File: config.mk
export PLATFORM = sky130hd
export DESIGN_NAME = seg7_scan_driver
export DESIGN_NICKNAME = d
export VERILOG_FILES = /design/src/rtl/seg7_scan_driver.sv
export SDC_FILE = /design/constraint.sdc
export NUM_CORES = 1
export LEC_CHECK = 0
export BUFFER_PORTS_ARGS = -buffer_cell sky130_fd_sc_hd__buf_2
export CORE_ASPECT_RATIO = 1.2
export CORE_MARGIN = 2
export CORE_UTILIZATION = 57
export DETAILED_ROUTE_END_ITERATION = 7
export PLACE_DENSITY = 0.9
export SYNTH_ARGS = -nofsm -noshare
export SYNTH_HDL_FRONTEND = slang
export SYNTH_SLANG_ARGS = --single-unit
File: constraint.sdc
create_clock -name CLK100MHZ -period 3.4 [get_ports CLK100MHZ]
set_clock_uncertainty 0.05 [all_clocks]
set_input_delay 0.17 -clock CLK100MHZ [delete_from_list [all_inputs] [get_ports CLK100MHZ]]
set_output_delay 0.17 -clock CLK100MHZ [all_outputs]
set_load 0.01 [all_outputs]
File: src/rtl/seg7_scan_driver.sv
// rtl/seg7_scan_driver.sv - time-multiplexed driver for a DIGITS-digit common-anode hex display
//
// Purpose: shows one hex nibble per digit by scanning the digits one slot at a
// time. New data is captured into a staging register on load and only becomes
// visible at a frame boundary, so a frame never mixes old and new words.
//
// Ports:
//   CLK100MHZ       system clock, all logic on the rising edge
//   RST             synchronous active-high reset
//   data            hex nibble per digit, digit k at [4k+3:4k]
//   blank           1 = digit k dark
//   dp              1 = decimal point of digit k lit
//   load            capture data/blank/dp into staging this cycle
//   pending         staging holds a load not yet displayed
//   frame_done      one-cycle pulse in the cycle after staging is promoted
//   AN              anode enables, active-low, registered
//   CA..CG, DP      segments a..g and decimal point, active-low, registered

module seg7_scan_driver #(
  parameter int DIGITS      = 8,
  parameter int REFRESH_DIV = 100000
) (
  input  logic                  CLK100MHZ,
  input  logic                  RST,
  input  logic [4*DIGITS-1:0]   data,
  input  logic [DIGITS-1:0]     blank,
  input  logic [DIGITS-1:0]     dp,
  input  logic                  load,
  output logic                  pending,
  output logic                  frame_done,
  output logic [DIGITS-1:0]     AN,
  output logic                  CA,
  output logic                  CB,
  output logic                  CC,
  output logic                  CD,
  output logic                  CE,
  output logic                  CF,
  output logic                  CG,
  output logic                  DP
);

  localparam int PW = $clog2(REFRESH_DIV);
  localparam int IW = $clog2(DIGITS);
  localparam logic [PW-1:0] PRE_LAST = PW'(REFRESH_DIV - 1);
  localparam logic [IW-1:0] IDX_LAST = IW'(DIGITS - 1);

  logic [PW-1:0]         r_pre;
  logic [IW-1:0]         r_idx;

  logic [4*DIGITS-1:0]   r_stg_data;
  logic [DIGITS-1:0]     r_stg_blank;
  logic [DIGITS-1:0]     r_stg_dp;
  logic [4*DIGITS-1:0]   r_act_data;
  logic [DIGITS-1:0]     r_act_blank;
  logic [DIGITS-1:0]     r_act_dp;

  logic                  r_pending;
  logic                  r_frame_done;
  logic [DIGITS-1:0]     r_an;
  logic [6:0]            r_seg;      // {a,b,c,d,e,f,g}, active-low
  logic                  r_dp;

  logic                  w_tick;
  logic                  w_boundary;
  logic [3:0]            w_nib;
  logic [6:0]            w_lit;      // {a,b,c,d,e,f,g}, 1 = lit
  logic                  w_dark;
  logic [DIGITS-1:0]     w_an_next;
  logic [6:0]            w_seg_next;
  logic                  w_dp_next;

  assign w_tick     = (r_pre == PRE_LAST);
  assign w_boundary = w_tick && (r_idx == IDX_LAST);

  // Current digit's fields from the active (displayed) register.
  assign w_nib  = r_act_data[{r_idx, 2'b00} +: 4];
  assign w_dark = r_act_blank[r_idx];

  always_comb begin
    w_lit = 7'b0000000;
    case (w_nib)
      4'h0: w_lit = 7'b1111110;
      4'h1: w_lit = 7'b0110000;
      4'h2: w_lit = 7'b1101101;
      4'h3: w_lit = 7'b1111001;
      4'h4: w_lit = 7'b0110011;
      4'h5: w_lit = 7'b1011011;
      4'h6: w_lit = 7'b1011111;
      4'h7: w_lit = 7'b1110000;
      4'h8: w_lit = 7'b1111111;
      4'h9: w_lit = 7'b1111011;
      4'hA: w_lit = 7'b1110111;
      4'hB: w_lit = 7'b0011111;
      4'hC: w_lit = 7'b1001110;
      4'hD: w_lit = 7'b0111101;
      4'hE: w_lit = 7'b1001111;
      4'hF: w_lit = 7'b1000111;
      default: w_lit = 7'b0000000;
    endcase
  end

  // Next pin values: a blanked digit turns everything off, including its anode.
  always_comb begin
    w_an_next  = {DIGITS{1'b1}};
    w_seg_next = 7'b1111111;
    w_dp_next  = 1'b1;
    if (!w_dark) begin
      w_an_next  = ~({{(DIGITS-1){1'b0}}, 1'b1} << r_idx);
      w_seg_next = ~w_lit;
      w_dp_next  = ~r_act_dp[r_idx];
    end
  end

  always_ff @(posedge CLK100MHZ) begin
    if (RST) begin
      r_pre        <= '0;
      r_idx        <= '0;
      r_stg_data   <= '0;
      r_stg_blank  <= '1;
      r_stg_dp     <= '0;
      r_act_data   <= '0;
      r_act_blank  <= '1;
      r_act_dp     <= '0;
      r_pending    <= 1'b0;
      r_frame_done <= 1'b0;
      r_an         <= '1;
      r_seg        <= 7'b1111111;
      r_dp         <= 1'b1;
    end else begin
      r_pre <= w_tick ? '0 : r_pre + 1'b1;
      if (w_tick) begin
        r_idx <= (r_idx == IDX_LAST) ? '0 : r_idx + 1'b1;
      end

      // Promotion reads staging as it was before this edge, so a load on the
      // boundary cycle lands in staging and waits for the following frame.
      if (w_boundary) begin
        r_act_data  <= r_stg_data;
        r_act_blank <= r_stg_blank;
        r_act_dp    <= r_stg_dp;
      end

      if (load) begin
        r_stg_data  <= data;
        r_stg_blank <= blank;
        r_stg_dp    <= dp;
        r_pending   <= 1'b1;
      end else if (w_boundary) begin
        r_pending   <= 1'b0;
      end

      r_frame_done <= w_boundary;

      r_an  <= w_an_next;
      r_seg <= w_seg_next;
      r_dp  <= w_dp_next;
    end
  end

  assign pending    = r_pending;
  assign frame_done = r_frame_done;
  assign AN         = r_an;
  assign CA         = r_seg[6];
  assign CB         = r_seg[5];
  assign CC         = r_seg[4];
  assign CD         = r_seg[3];
  assign CE         = r_seg[2];
  assign CF         = r_seg[1];
  assign CG         = r_seg[0];
  assign DP         = r_dp;

endmodule

==> run metrics, run 1 <==
status=finished, final reports clean; Mapped Nets=540; Critical Path AT=3250 ps; worst setup path category=register to register; worst slew pin tran=1140 ps; overall fraction of global-route tracks in use=27.0%; clock latency on the worst-skew pair=530 ps; Crit path required time=3730 ps; PnR Total Power=3.76 mW; antenna violations before repair=0; count of input and output buffers=68; most area-consuming cells after synthesis=dfxtp_1 (52%), mux2i_1 (8.5%), a22o_1 (6.9%); Synth Area per Inst=10.9 um2; Final GP Congestion=0.842; final net count=650; list of most frequent post-synthesis cells=dfxtp_1 (134), nor2_1 (69), mux2i_1 (44); DR iter-0 viols=286; Clock Sinks=134; cell count of the worst hold path=2; Max Freq=0.343 GHz; final setup violation count=0; Die Y=109 um; Seq cells post-synth=134; maxcap violations=0; Max H-tree Level=4; clock tree from TritonCTS=built; I/O pins=69; Antenna Nets Post-Route=0; vias in the first global route=4132; worst setup path endpoint=r_seg[3]$_SDFF_PP1_; count of mapped cells out of synthesis=476; depth of the worst register-to-register path=10; RSZ-0062 raised after global routing=false; worst reg-to-reg setup slack=480 ps; Reg2Reg Launch Point=r_idx[0]$_SDFFE_PP0N_; Final TNS setup=0 ps; count of final hold-check violations=0; global-route wire length before repair=20.7 mm; worst min-delay path category=input pin to register; post-synthesis sequential area ratio=51.5%; critical-path maximum fanout=12; LEAKAGE=2.81 nW; startpoint class of the critical path=register; Floorplan Core Area=8990 um2; first-pass iteration count of the detailed router=6; highest ir drop seen on vdd=0.352 mV; Post-CTS Setup Inserts=0; CP Launch Point=r_idx[0]$_SDFFE_PP0N_; DR vias=4171; CTS Buffer Depth=2; PwrDens=561 nW/um2; grt ovf=0; post-route fraction of the period consumed by the critical path=85.8%; share of synthesized registers carrying an async set or reset=0%; routed vias/inst=5.80; post-synth design cell area=5210 um2; count of yosys warnings during synthesis=0; crit path time final=2920 ps; largest net degree at the start of global routing=62; full die area=9920 um2; number of clock buffers inserted by TritonCTS=17; endpoint of the lowest-slack register-to-register path=r_seg[3]$_SDFF_PP1_; detailed-route DRC error count=0; number of library cell types mapped by synthesis=45; die width=91.3 um; number of cell rows=38; Top FF cell, synth=dfxtp_1; antenna fix cells=0; most instantiated library cell after synthesis=dfxtp_1; proportion of netlist area held by the largest area contributor=51.5%; Detailed Place HPWL=7.15 mm; wire length per cell after detailed routing=17.9 um; clock input transition at the sequential cells of the worst setup and hold paths=60 ps; share of layout cells above drive strength 1=19.7%; library cell with the largest summed area after synthesis=dfxtp_1; Root Buffer=clkbuf_8; Final Max Tran Viols=0; post-cts gate resize count=0; layout overhead on the synthesized area=28.9%; sum of routed wire length over all layers=12.8 mm; initial cell density of the core=58.0%; CP Capture Type=register; number of enable-type register cells in the synthesized netlist=0; relative slew slack=24.1%
==> sequential cells by signal, indices dropped and copies added, names as in the netlist <==
| name | count |
|---|---|
| r_stg_data | 32 |
| r_act_dp | 8 |
| DP | 1 |
| AN | 8 |
| pending | 1 |
| r_seg | 7 |
| r_act_data | 32 |
| r_stg_blank | 8 |
| r_pre | 17 |
| r_idx | 3 |
| r_act_blank | 8 |
| r_stg_dp | 8 |
| frame_done | 1 |
==> timing repair <==
item | CTS | global route
hold buffers | 48 | 0
endpoints found under the hold margin | 48 | 0
setup endpoints to repair | 0 | 0
==> critical path, cell delays in order (launching register included) <==
cell,delay [ps]
dfxtp_1,560
buf_4,320
mux4_1,590
nand2_1,90
and2_1,210
inv_1,140
ha_1,200
inv_1,90
nor3_1,80
a211oi_1,310
o21ai_0,140
==> power breakdown <==
group          leakage [nW]  switching [mW]  internal, mW
Clock                 0.305           0.656          1.29
Combinational          1.42          0.0819        0.0996
Sequential             1.09          0.0273          1.61
==> how the worst min path moves through the flow <==
stage / from / to
floorplan: blank[0] / r_stg_blank[0]$_SDFFE_PP1P_
global placement: blank[7] / r_stg_blank[7]$_SDFFE_PP1P_
detailed placement: blank[7] / r_stg_blank[7]$_SDFFE_PP1P_
CTS: RST / pending$_SDFFE_PP0P_
global route: RST / pending$_SDFFE_PP0P_
finish: RST / frame_done$_SDFF_PP0_
==> placed cells by master (no fill, tap or decap), drive strengths merged, types with 2 or more instances in the layout <==
cell / netlist / routed
dfxtp: 134 / 134
xor2: 8 / 8
o221ai: 3 / 3
mux4: 10 / 10
and2: 3 / 3
a211o: 8 / 8
a211oi: 3 / 3
nand3: 5 / 5
o22a: 8 / 8
mux2: 5 / 5
and3: 4 / 4
and4: 2 / 2
nand2b: 2 / 2
nand2: 24 / 24
nor2b: 9 / 9
clkbuf: 16 / 25
or3: 2 / 2
dlygate4sd3: 0 / 48
mux2i: 45 / 45
clkinvlp: 0 / 2
nand4: 5 / 5
inv: 9 / 9
nor2: 69 / 69
buf: 15 / 74
nor3: 6 / 6
or2: 3 / 3
a21oi: 7 / 7
bufinv: 0 / 4
ha: 13 / 13
xnor2: 7 / 7
a22o: 41 / 41
o21ai: 3 / 3
==> per-layer routing <==
layer	vias to the layer above	GRT usage [%]	share of wire (%)
met5	-	0	0
met4	0	13.9	2.5
met3	34	7.33	7.9
met2	215	45.3	50
met1	2009	32.1	40
li1	1913	-	-
==> through the flow <==
stage	area (um2)	util (%)	instances	hold WS (ps)	setup slack, ps
final	6710	74.7	719	295	481
after global placement	5600	62.3	639	328	887
after detailed placement	5600	62.3	639	335	726
after floorplan	5210	-	476	242	994
after global routing	6710	74.7	719	330	398
after CTS	6710	74.7	719	265	603
==> logic make-up after synthesis <==
group                    after synthesis  share of synthesized area [%]
flip-flops                           134                           51.5
AO/OA/AOI/OAI                         77                           12.4
adder cells (fa/ha/maj)               13                           3.12
buffers and inverters                 40                           3.53
AND/OR/NAND/NOR                      137                           12.0
XOR/XNOR                              15                           2.52
multiplexers                          60                           14.9
==> cell type report <==
cell class / instances / area, um2
Sequential cell: 134 / 2680
Multi-Input combinational cell: 302 / 2350
Fill cell: 562 / 2270
Timing Repair Buffer: 122 / 866
Clock buffer: 25 / 494
Tap cell: 120 / 150
Clock inverter: 7 / 140
Inverter: 9 / 33.8
Note: power is estimated with default switching activity, not from simulation.
==> inputs of run 2 (changes only) <==
--- a/config.mk
+++ b/config.mk
@@ -8,9 +8,9 @@
 export BUFFER_PORTS_ARGS = -buffer_cell sky130_fd_sc_hd__buf_2
 export CORE_ASPECT_RATIO = 1.2
 export CORE_MARGIN = 2
-export CORE_UTILIZATION = 57
+export CORE_UTILIZATION = 60
 export DETAILED_ROUTE_END_ITERATION = 7
-export PLACE_DENSITY = 0.9
+export PLACE_DENSITY = 0.94
 export SYNTH_ARGS = -nofsm -noshare
 export SYNTH_HDL_FRONTEND = slang
 export SYNTH_SLANG_ARGS = --single-unit
==> constraint.sdc (replaced) <==
create_clock -name CLK100MHZ -period 3.8 [get_ports CLK100MHZ]
set_clock_uncertainty 0.05 [all_clocks]
set_input_delay 0.19 -clock CLK100MHZ [delete_from_list [all_inputs] [get_ports CLK100MHZ]]
set_output_delay 0.19 -clock CLK100MHZ [all_outputs]
set_load 0.01 [all_outputs]
==> run metrics, run 2 (same netlist as run 1, synthesis figures left out) <==
Cell Chain, Critical Path=nor4_1 -> and4bb_1 -> nand2_1 -> nor2_2 -> buf_4 -> a22o_1; number of cell rows=37 (-2.6%); internal cell power=2.50 mW (-16%); wire length per cell after detailed routing=18.7 um (+4.8%); final core area utilization=77.9% (+3.1 points); maxcap violations=0 (unchanged); LEAKAGE=2.78 nW (-1.2%); worst setup path endpoint=r_act_data[10]$_SDFFE_PP0P_; endpoint of the lowest-slack register-to-register path=r_act_data[10]$_SDFFE_PP0P_; post-placement cell area=5590 um2 (-0.20%); Critical Path AT=3380 ps (+130 ps); share of layout cells above drive strength 1=19.5% (-0.24 points); proportion of power drawn by flip-flops and latches=46.0% (+2.5 points); global-route track usage on met2=50.3% (+5.0 points); fillcell total=479 (-15%); portion of total power attributed to combinational logic=5.1% (+0.3 points); crit-path max cell delay=600 ps (about the same); buffers and inverters on the worst path=1 (-2); Floorplan Core Area=8520 um2 (-5.2%); cell class contributing the biggest share of worst-path delay=simple AND/OR/NAND/NOR gates; grt ovf=0 (unchanged); depth of the worst register-to-register path=6 (-4); vias in the first global route=4285 (+3.7%); Root Buffer=clkbuf_8; DR iter-0 viols=354 (+24%); Crit path required time=4210 ps (+480 ps); first-pass iteration count of the detailed router=5 (-1); Reg2Reg Launch Point=r_pre[8]$_SDFF_PP0_; CP Capture Type=register; setup slack at placement=1030 ps (+307 ps); RSZ-0062 raised after global routing=false; Max H-tree Level=4 (unchanged); busiest grt layer=met2; cell depth of the worst setup path=6 (-4); startpoint class of the critical path=register; highest ir drop seen on vdd=0.342 mV (-2.9%); sum of routed wire length over all layers=13.3 mm (+3.9%); worst min-delay path category=input pin to register; number of clock buffers inserted by TritonCTS=17 (unchanged); clock input transition at the sequential cells of the worst setup and hold paths=60 ps (about the same); clock tree from TritonCTS=built; status=finished, final reports clean; Slowest-stage cell, CP=nor2_2; Global Route met1 Usage=32.8% (+0.74 points); layout overhead on the synthesized area=27.4%; relative contribution of the clock network to total power=48.9% (-2.8 points); CP Launch Point=r_pre[8]$_SDFF_PP0_; crit path time final=2960 ps (+44.6 ps); Final Worst Setup Slack=837 ps (+355 ps); commonest non-fill, non-tap cells in the layout=dfxtp_1 (134), nor2_1 (68), buf_2 (68); Final GP Congestion=0.847 (+0.58%); final setup violation count=0 (unchanged); count of input and output buffers=68 (unchanged); count of final hold-check violations=0 (unchanged); I/O pins=69 (unchanged); CTS Buffer Depth=2 (unchanged); routed vias/inst=5.92 (+2.1%); overall fraction of global-route tracks in use=30.1% (+3.0 points); final standard cell count with taps included and fillers excluded=713 (-0.83%); Max Freq=0.337 GHz (-1.5%); antenna fix cells=0 (unchanged); relative slew slack=31.4% (+7.3 points); antenna violations before repair=0 (unchanged); post-route fraction of the period consumed by the critical path=78.0% (-7.9 points); met3 global-route usage=8.15% (+0.83 points); worst reg-to-reg setup slack=840 ps (+360 ps); full die area=9440 um2 (-4.8%); final net count=648 (-0.31%); PwrDens=481 nW/um2 (-14%); Detailed Place HPWL=7.48 mm (+4.7%); worst slew pin tran=1030 ps (-111 ps); Sw Pwr=0.683 mW (-11%); Design Area, Final=6630 um2 (-1.2%); global-route wire length before repair=21.1 mm (+2.1%); Antenna Nets Post-Route=0 (unchanged); WHS=111 ps (-183 ps); number of cells after detailed placement=634 (-0.78%); critical-path maximum fanout=22 (+10); Post-CTS Setup Inserts=0 (unchanged); initial cell density of the core=61.1% (+3.2 points); most common cell after layout, fill and taps aside=dfxtp_1; switch share=21.4% (+1.1 points); biggest regs=r_act_data (32), r_stg_data (32), r_pre (17); die width=89.0 um (-2.4%); DR vias=4222 (+1.2%); worst setup path category=register to register; Die Y=106 um (-2.4%); PnR Total Power=3.19 mW (-15%); Final TNS setup=0 ps (unchanged); detailed-route DRC error count=0 (unchanged); Clock Sinks=134 (unchanged); clock latency on the worst-skew pair=530 ps (about the same); largest net degree at the start of global routing=41 (-34%); Final Max Tran Viols=0 (unchanged)
[run 2: cell types whose count changed in the layout (fill, tap and decap cells not counted), sizes merged]
cell / previous run / this run
bufinv: 4 / 2
clkbuf: 25 / 22
clkinv: 1 / 6
buf: 74 / 72
clkinvlp: 2 / 1
[run 2: how the worst min path moves through the flow]
stage | from | to | cells past startpoint
finish | RST | frame_done$_SDFF_PP0_ | 2
global route | RST | frame_done$_SDFF_PP0_ | 2
CTS | RST | r_stg_data[21]$_SDFFE_PP0P_ | 2
detailed placement | blank[2] | r_stg_blank[2]$_SDFFE_PP1P_ | 2
global placement | blank[2] | r_stg_blank[2]$_SDFFE_PP1P_ | 2
floorplan | blank[0] | r_stg_blank[0]$_SDFFE_PP1P_ | 1
[run 2: power groups by stage]
stage | logic, mW | clock network (mW) | registers [mW]
global route | 0.177 | 1.63 | 1.47
finish | 0.163 | 1.56 | 1.47
CTS | 0.158 | 1.55 | 1.46
global placement | 0.111 | 0 | 1.49
detailed placement | 0.118 | 0 | 1.49
floorplan | 0.0785 | 0 | 1.48
[run 2: metal layers]
layer  part of all wire, %  vias up
li1                      -     1919
met1                    37     2008
met2                    51      226
met3                   6.1       69
met4                   5.2        0
met5                     0        -
[run 2: cell type report]
class                           count  area (um2)  share of cell area (%)
Clock buffer                       22         463                    6.98
Clock inverter                      9         101                    1.53
Inverter                            9        33.8                   0.509
Tap cell                          117         146                    2.21
Timing Repair Buffer              120         851                    12.8
Multi-Input combinational cell    302        2350                    35.5
Sequential cell                   134        2680                    40.4
[run 2: what timing repair did]
action,in CTS,in global routing
gates resized for setup,0,0
hold endpoints to repair,48,0
endpoints found under the setup margin,0,0
hold buffers,48,0
